`src/rtl/ma_packetizer.sv`:
```
// ma_packetizer: splits a boot stream into NoC task-image packets and one MA-descriptor packet
module ma_packetizer #(
  parameter int FLIT_SIZE = 32,
  parameter int MAX_TASKS = 8,
  parameter logic [31:0] SVC_TASK_ALLOC = 32'h40,
  parameter logic [31:0] SVC_MA_DESCR = 32'h41
) (
  input  logic                 clk_i,
  input  logic                 rst_i,
  input  logic [15:0]          mapper_address_i,
  input  logic                 tx_i,
  output logic                 credit_o,
  input  logic [FLIT_SIZE-1:0] data_i,
  output logic                 tx_o,
  input  logic                 credit_i,
  output logic [FLIT_SIZE-1:0] data_o,
  output logic                 done_o,
  output logic                 error_o
);
  localparam int IW = MAX_TASKS > 1 ? $clog2(MAX_TASKS) : 1;
  typedef enum logic [3:0] {IDLE, T_PRE, T_HDR, T_PREOUT, T_BODY, D_CNT, D_HDR, D_BODY, DONE, ERR} state_t;
  state_t state, state_d;
  logic [FLIT_SIZE-1:0] pre [4];
  logic [15:0] tbl [MAX_TASKS];
  logic [31:0] cnt, task_q, n_q, bsz, tix, n_in;
  logic can_load, in_fire, ld, seg_end;
  logic [FLIT_SIZE-1:0] ld_data;
  assign n_in = 32'(data_i);
  assign bsz = (32'(pre[0]) + 32'(pre[1])) >> 2;
  assign tix = (cnt - 32'd1) >> 1;
  always_comb begin
    can_load = !tx_o || credit_i;
    credit_o = state == T_PRE || state == D_CNT || ((state == T_BODY || state == D_BODY) && can_load);
    in_fire = tx_i && credit_o;
    state_d = state;
    ld = 1'b0;
    ld_data = data_i;
    seg_end = 1'b0;
    case (state)
      IDLE: state_d = tx_i ? T_PRE : IDLE;
      T_PRE: state_d = in_fire && cnt == 32'd3 ? T_HDR : T_PRE;
      T_HDR: begin
        ld = can_load;
        ld_data = cnt == 32'd0 ? FLIT_SIZE'({16'b0, task_q == 32'd0 ? mapper_address_i : tbl[task_q[IW-1:0]]})
                : cnt == 32'd1 ? FLIT_SIZE'(32'd4 + bsz) : FLIT_SIZE'(SVC_TASK_ALLOC);
        state_d = ld && cnt == 32'd2 ? T_PREOUT : T_HDR;
      end
      T_PREOUT: begin
        ld = can_load;
        ld_data = pre[cnt[1:0]];
        state_d = ld && cnt == 32'd3 ? T_BODY : T_PREOUT;
        seg_end = ld && cnt == 32'd3 && bsz == 32'd0;
      end
      T_BODY: begin
        ld = in_fire;
        seg_end = in_fire && cnt == bsz - 32'd1;
      end
      D_CNT: state_d = !in_fire ? D_CNT : (n_in == 32'd0 || n_in > 32'(MAX_TASKS)) ? ERR : D_HDR;
      D_HDR: begin
        ld = can_load;
        ld_data = cnt == 32'd0 ? FLIT_SIZE'({16'b0, mapper_address_i})
                : cnt == 32'd1 ? FLIT_SIZE'(32'd2 + 32'd3 * n_q)
                : cnt == 32'd2 ? FLIT_SIZE'(SVC_MA_DESCR) : FLIT_SIZE'(n_q);
        state_d = ld && cnt == 32'd3 ? D_BODY : D_HDR;
      end
      D_BODY: begin
        ld = in_fire;
        if (in_fire && cnt == 32'd3 * n_q) state_d = n_q > 32'd1 ? T_PRE : DONE;
      end
      default: ;
    endcase
    // task 0 is the mapper image, which is always followed by the descriptor
    if (seg_end) state_d = task_q == 32'd0 ? D_CNT : task_q + 32'd1 < n_q ? T_PRE : DONE;
  end
  always_ff @(posedge clk_i) begin
    if (rst_i) begin
      state <= IDLE;
      cnt <= '0;
      task_q <= '0;
      n_q <= '0;
      tx_o <= 1'b0;
      data_o <= '0;
      done_o <= 1'b0;
      error_o <= 1'b0;
      for (int i = 0; i < 4; i++) pre[i] <= '0;
      for (int i = 0; i < MAX_TASKS; i++) tbl[i] <= '0;
    end else begin
      state <= state_d;
      cnt <= state_d != state ? '0 : cnt + 32'(ld || in_fire);
      if (seg_end) task_q <= task_q + 32'd1;
      if (state == T_PRE && in_fire) pre[cnt[1:0]] <= data_i;
      if (state == D_CNT && in_fire) n_q <= n_in;
      // descriptor word k = cnt+1; even k >= 4 carries the PE address of task (k-2)/2
      if (state == D_BODY && in_fire && cnt[0] && cnt >= 32'd3 && tix < n_q) tbl[tix[IW-1:0]] <= data_i[15:0];
      tx_o <= ld || (tx_o && !credit_i);
      if (ld) data_o <= ld_data;
      done_o <= done_o || (state == DONE && !tx_o);
      error_o <= error_o || state == ERR;
    end
  end
endmodule
```
`config.mk`:
```
export PLATFORM = sky130hd
export DESIGN_NAME = ma_packetizer
export DESIGN_NICKNAME = d
export VERILOG_FILES = /design/src/rtl/ma_packetizer.sv
export SDC_FILE = /design/constraint.sdc
export NUM_CORES = 1
export LEC_CHECK = 0
export ABC_AREA = 1
export CAP_MARGIN = 20
export CORE_MARGIN = 4
export CORE_UTILIZATION = 40
export DETAILED_ROUTE_END_ITERATION = 10
export GPL_ROUTABILITY_DRIVEN = 0
export HOLD_SLACK_MARGIN = 0.03
export SETUP_SLACK_MARGIN = 0.05
export SLEW_MARGIN = 20
export SYNTH_ARGS = -nofsm -noshare
export SYNTH_HDL_FRONTEND = slang
export SYNTH_SLANG_ARGS = --single-unit
```
`constraint.sdc`:
```
create_clock -name clk_i -period 4.9 [get_ports clk_i]
set_clock_uncertainty 0.05 [all_clocks]
set_input_delay 0.735 -clock clk_i [delete_from_list [all_inputs] [get_ports clk_i]]
set_output_delay 0.735 -clock clk_i [all_outputs]
set_load 0.05 [all_outputs]
```
==> flow_summary.json <==
{
  "outcome": "finished, violations left",
  "failed_checks": "negative setup slack",
  "cp_data_required_time_ns": 5.37,
  "place.port_buffers": 87,
  "post-dp-hpwl_mm": 96.1,
  "grt_util_all_layers_pct": 30.5,
  "critical_path.most_common_cell": "sky130_fd_sc_hd__nand2_2",
  "report.final.setup_viol": 23,
  "grt_max_degree": 65,
  "max_freq_mhz": 201,
  "mappedNetlistNets": 4509,
  "starting_drc_count_in_detailed_routing": 4354,
  "hp-class": "register to register",
  "clk_latency_ns": 0.66,
  "timing.critical_path.arrival_ns": 5.44,
  "part_of_the_yosys_area_used_for_sequential_elements_pct": 34.8,
  "ys_seq_elements": 394,
  "post-synth-top-count-cell": "sky130_fd_sc_hd__nand2_1",
  "cts.clk_slew.worst_paths_ns": 0.06,
  "cap_violations": 0,
  "die_h_um": 282,
  "area_of_the_mapped_netlist_mm2": 0.0300,
  "cts_root_buffer": "sky130_fd_sc_hd__clkbuf_16",
  "design.final.nets": 4672,
  "ys_warn_count": 0,
  "critical-path-slowest-cell": "sky130_fd_sc_hd__or3_4",
  "area_growth_pct": 16.8,
  "final_layout_size_suffix_gt1_share_pct": 10.5,
  "cts_buffers": 47,
  "powerDensity_mw_per_mm2": 245,
  "irDropWorstVdd_uv": 308,
  "worst_path_largest_cell_delay_ns": 0.43,
  "pre_cts_ws_ns": -0.422,
  "tightest_slew_ns": 1.13,
  "synth-edff-count": 256,
  "core_region_area_mm2": 0.0744,
  "asyncSetResetFlopFracSynth_pct": 0,
  "end_kind": "register",
  "vias_per_cell": 5.72,
  "cts_sinks": 394,
  "worst_setup_path_start_kind": "register",
  "max-slew-margin-rel_pct": 24.4,
  "yosys.area.top_type": "sky130_fd_sc_hd__edfxtp_1",
  "worstPathMaxFanout": 7,
  "post_synth_most_frequent_cells": "sky130_fd_sc_hd__nand2_1 (1034), sky130_fd_sc_hd__nor2_1 (585), sky130_fd_sc_hd__inv_1 (527), sky130_fd_sc_hd__nand3_1 (287), sky130_fd_sc_hd__a21oi_1 (274)",
  "timing.reg2reg.setup_slack_ns": -0.07,
  "syn_inst": 4301,
  "synth-main-ff-cell": "sky130_fd_sc_hd__edfxtp_1",
  "worst_slack_on_hold_paths_ns": 0.445,
  "rsz0062_at_grt": "yes",
  "wirelength_mm": 125,
  "drt_first_pass_iters": 8,
  "wl_per_cell_um": 22.8,
  "postCtsHoldBufs": 0,
  "synthTopCellsByArea": "sky130_fd_sc_hd__edfxtp_1 (26%), sky130_fd_sc_hd__nand2_1 (13%), sky130_fd_sc_hd__dfxtp_1 (9.2%), sky130_fd_sc_hd__nor2_1 (7.3%), sky130_fd_sc_hd__inv_1 (6.6%)",
  "synthDistinctLibCells": 61,
  "whs_path_depth": 2,
  "syn-mean-instance-area_um2": 6.98,
  "initial_utilization_pct": 40.3,
  "placementRows": 100,
  "htree_num_levels": 2,
  "critical_path_class": "register to register",
  "layout_min_cycle_time_ns": 4.97,
  "timing_max_transition_violations_final": 0,
  "grt-ovfl-total": 0,
  "clock_tree_from_tritoncts": "built",
  "setup_ws_ns": -0.0707,
  "die_x_um": 282,
  "antenna_found_initial": 0,
  "leakage_nw": 15.6,
  "ant_nets": 0,
  "fp.dieArea_mm2": 0.0795,
  "remaining_drcs": 0,
  "grt_pass1_vias": 28290,
  "pin_count": 88,
  "route.vias.total": 31304,
  "cts_buffer_depth": 3,
  "final.period_utilization_pct": 101,
  "reg2reg_depth": 30,
  "report.final.hold_viol_count": 0,
  "netlist.area_leader.share_pct": 25.6,
  "first_pass_grt_wire_length_mm": 182
}
==> cell type report <==
type / count / area (um^2)
Fill cell: 7504 / 39400
Multi-Input combinational cell: 3198 / 17200
Sequential cell: 394 / 10500
Timing Repair Buffer: 271 / 2470
Inverter: 552 / 2070
Clock buffer: 74 / 1410
Tap cell: 969 / 1210
Clock inverter: 14 / 205
Antenna cell: 1 / 2.50
==> logic make-up (layout without fill, tap and decap cells) <==
kind of cell,Yosys count,after routing,synth area share [%]
AO/OA/AOI/OAI,638,638,12.2
XOR/XNOR,138,138,4.25
adder cells (fa/ha/maj),156,156,6.53
buffers and inverters,709,911,9.07
flip-flops,394,394,34.8
other,0,1,0
AND/OR/NAND/NOR,2266,2266,33.1
==> worst paths after layout <==
check	start	endpoint
max	task_q[2]	cnt[31]
min reg2reg	done_o	done_o
min	done_o	done_o
max reg2reg	task_q[2]	cnt[31]
==> registers in the layout, indices dropped and copies added (netlist names), named ones only <==
| name | flops |
|---|---|
| task_q | 32 |
| pre | 128 |
| tx_o | 1 |
| done_o | 1 |
| data_o | 32 |
| n_q | 32 |
| cnt | 32 |
| state | 4 |
| tbl | 128 |
| error_o | 1 |
==> where the power goes <==
part           leakage, nW  internal (W)  switching [W]
registers             3.76       0.00361      0.0000363
logic                 11.0      0.000362       0.000891
clock network        0.771       0.00210        0.00159
total                 15.6       0.00608        0.00252
==> repair_timing <==
action / in CTS / in global routing
endpoints found under the hold margin: 0 / 0
pin swaps: 1 / 28
endpoints found under the setup margin: 288 / 315
gates resized for setup: 20 / 68
setup buffers: 1 / 10
cloned: 1 / 5
==> critical path: cells and delay by family (launching register included) <==
kind	cells	cell delay (ns)
compound gates	1	0.22
xor+xnor	1	0.17
flops	1	0.33
simple gates	24	3.39
fa+ha+maj	1	0.27
buf+inv	3	0.35
==> metrics by stage <==
| step | utilization, % | total power [W] | TNS, ns | cell area, um^2 | std cells |
|---|---|---|---|---|---|
| 2_1_floorplan | - | 0.00444 | -9.69 | 30000 | 4301 |
| 3_3_place_gp | 44.1 | 0.00489 | -56.85 | 32900 | 5367 |
| 3_5_place_dp | 44.1 | 0.00490 | -69.73 | 32900 | 5367 |
| 4_1_cts | 46.5 | 0.00857 | 0 | 34600 | 5457 |
| 5_1_grt | 47.1 | 0.00885 | -12.31 | 35100 | 5472 |
| 6_report | 47.1 | 0.00859 | -1.26 | 35100 | 5473 |
==> layout by cell type (no fill, tap or decap), types with 14 or more instances in the layout <==
cell	synthesis	routed
sky130_fd_sc_hd__nand2_2	43	59
sky130_fd_sc_hd__nand3b_1	17	17
sky130_fd_sc_hd__ha_1	155	154
sky130_fd_sc_hd__nand2_1	1034	1014
sky130_fd_sc_hd__a32o_1	17	17
sky130_fd_sc_hd__nor3_1	87	77
sky130_fd_sc_hd__a21oi_1	274	272
sky130_fd_sc_hd__inv_1	527	520
sky130_fd_sc_hd__clkbuf_1	142	15
sky130_fd_sc_hd__dfxtp_1	138	133
sky130_fd_sc_hd__xnor2_1	14	14
sky130_fd_sc_hd__nand3_1	287	285
sky130_fd_sc_hd__inv_2	17	23
sky130_fd_sc_hd__nor4_1	34	28
sky130_fd_sc_hd__nor2_4	41	44
sky130_fd_sc_hd__o21ai_0	211	211
sky130_fd_sc_hd__buf_4	0	163
sky130_fd_sc_hd__clkbuf_16	0	52
sky130_fd_sc_hd__nand4_1	94	94
sky130_fd_sc_hd__a22oi_1	17	17
sky130_fd_sc_hd__edfxtp_1	256	256
sky130_fd_sc_hd__o211ai_1	25	25
sky130_fd_sc_hd__nor2_1	585	575
sky130_fd_sc_hd__xor2_1	119	118
sky130_fd_sc_hd__nor2_2	20	27
sky130_fd_sc_hd__clkdlybuf4s50_1	0	87
==> routing by layer <==
layer  up-vias  routed length [um]  part of all wire [%]  GRT usage (%)
li1      14585                   -                     -              -
met1     14487               51800                    41           42.1
met2      1844               51400                    41           45.0
met3       388               14500                    12           7.44
met4         0                7400                   5.9           14.4
met5         -                   0                     0              0
Power figures use the tool's default switching activity.
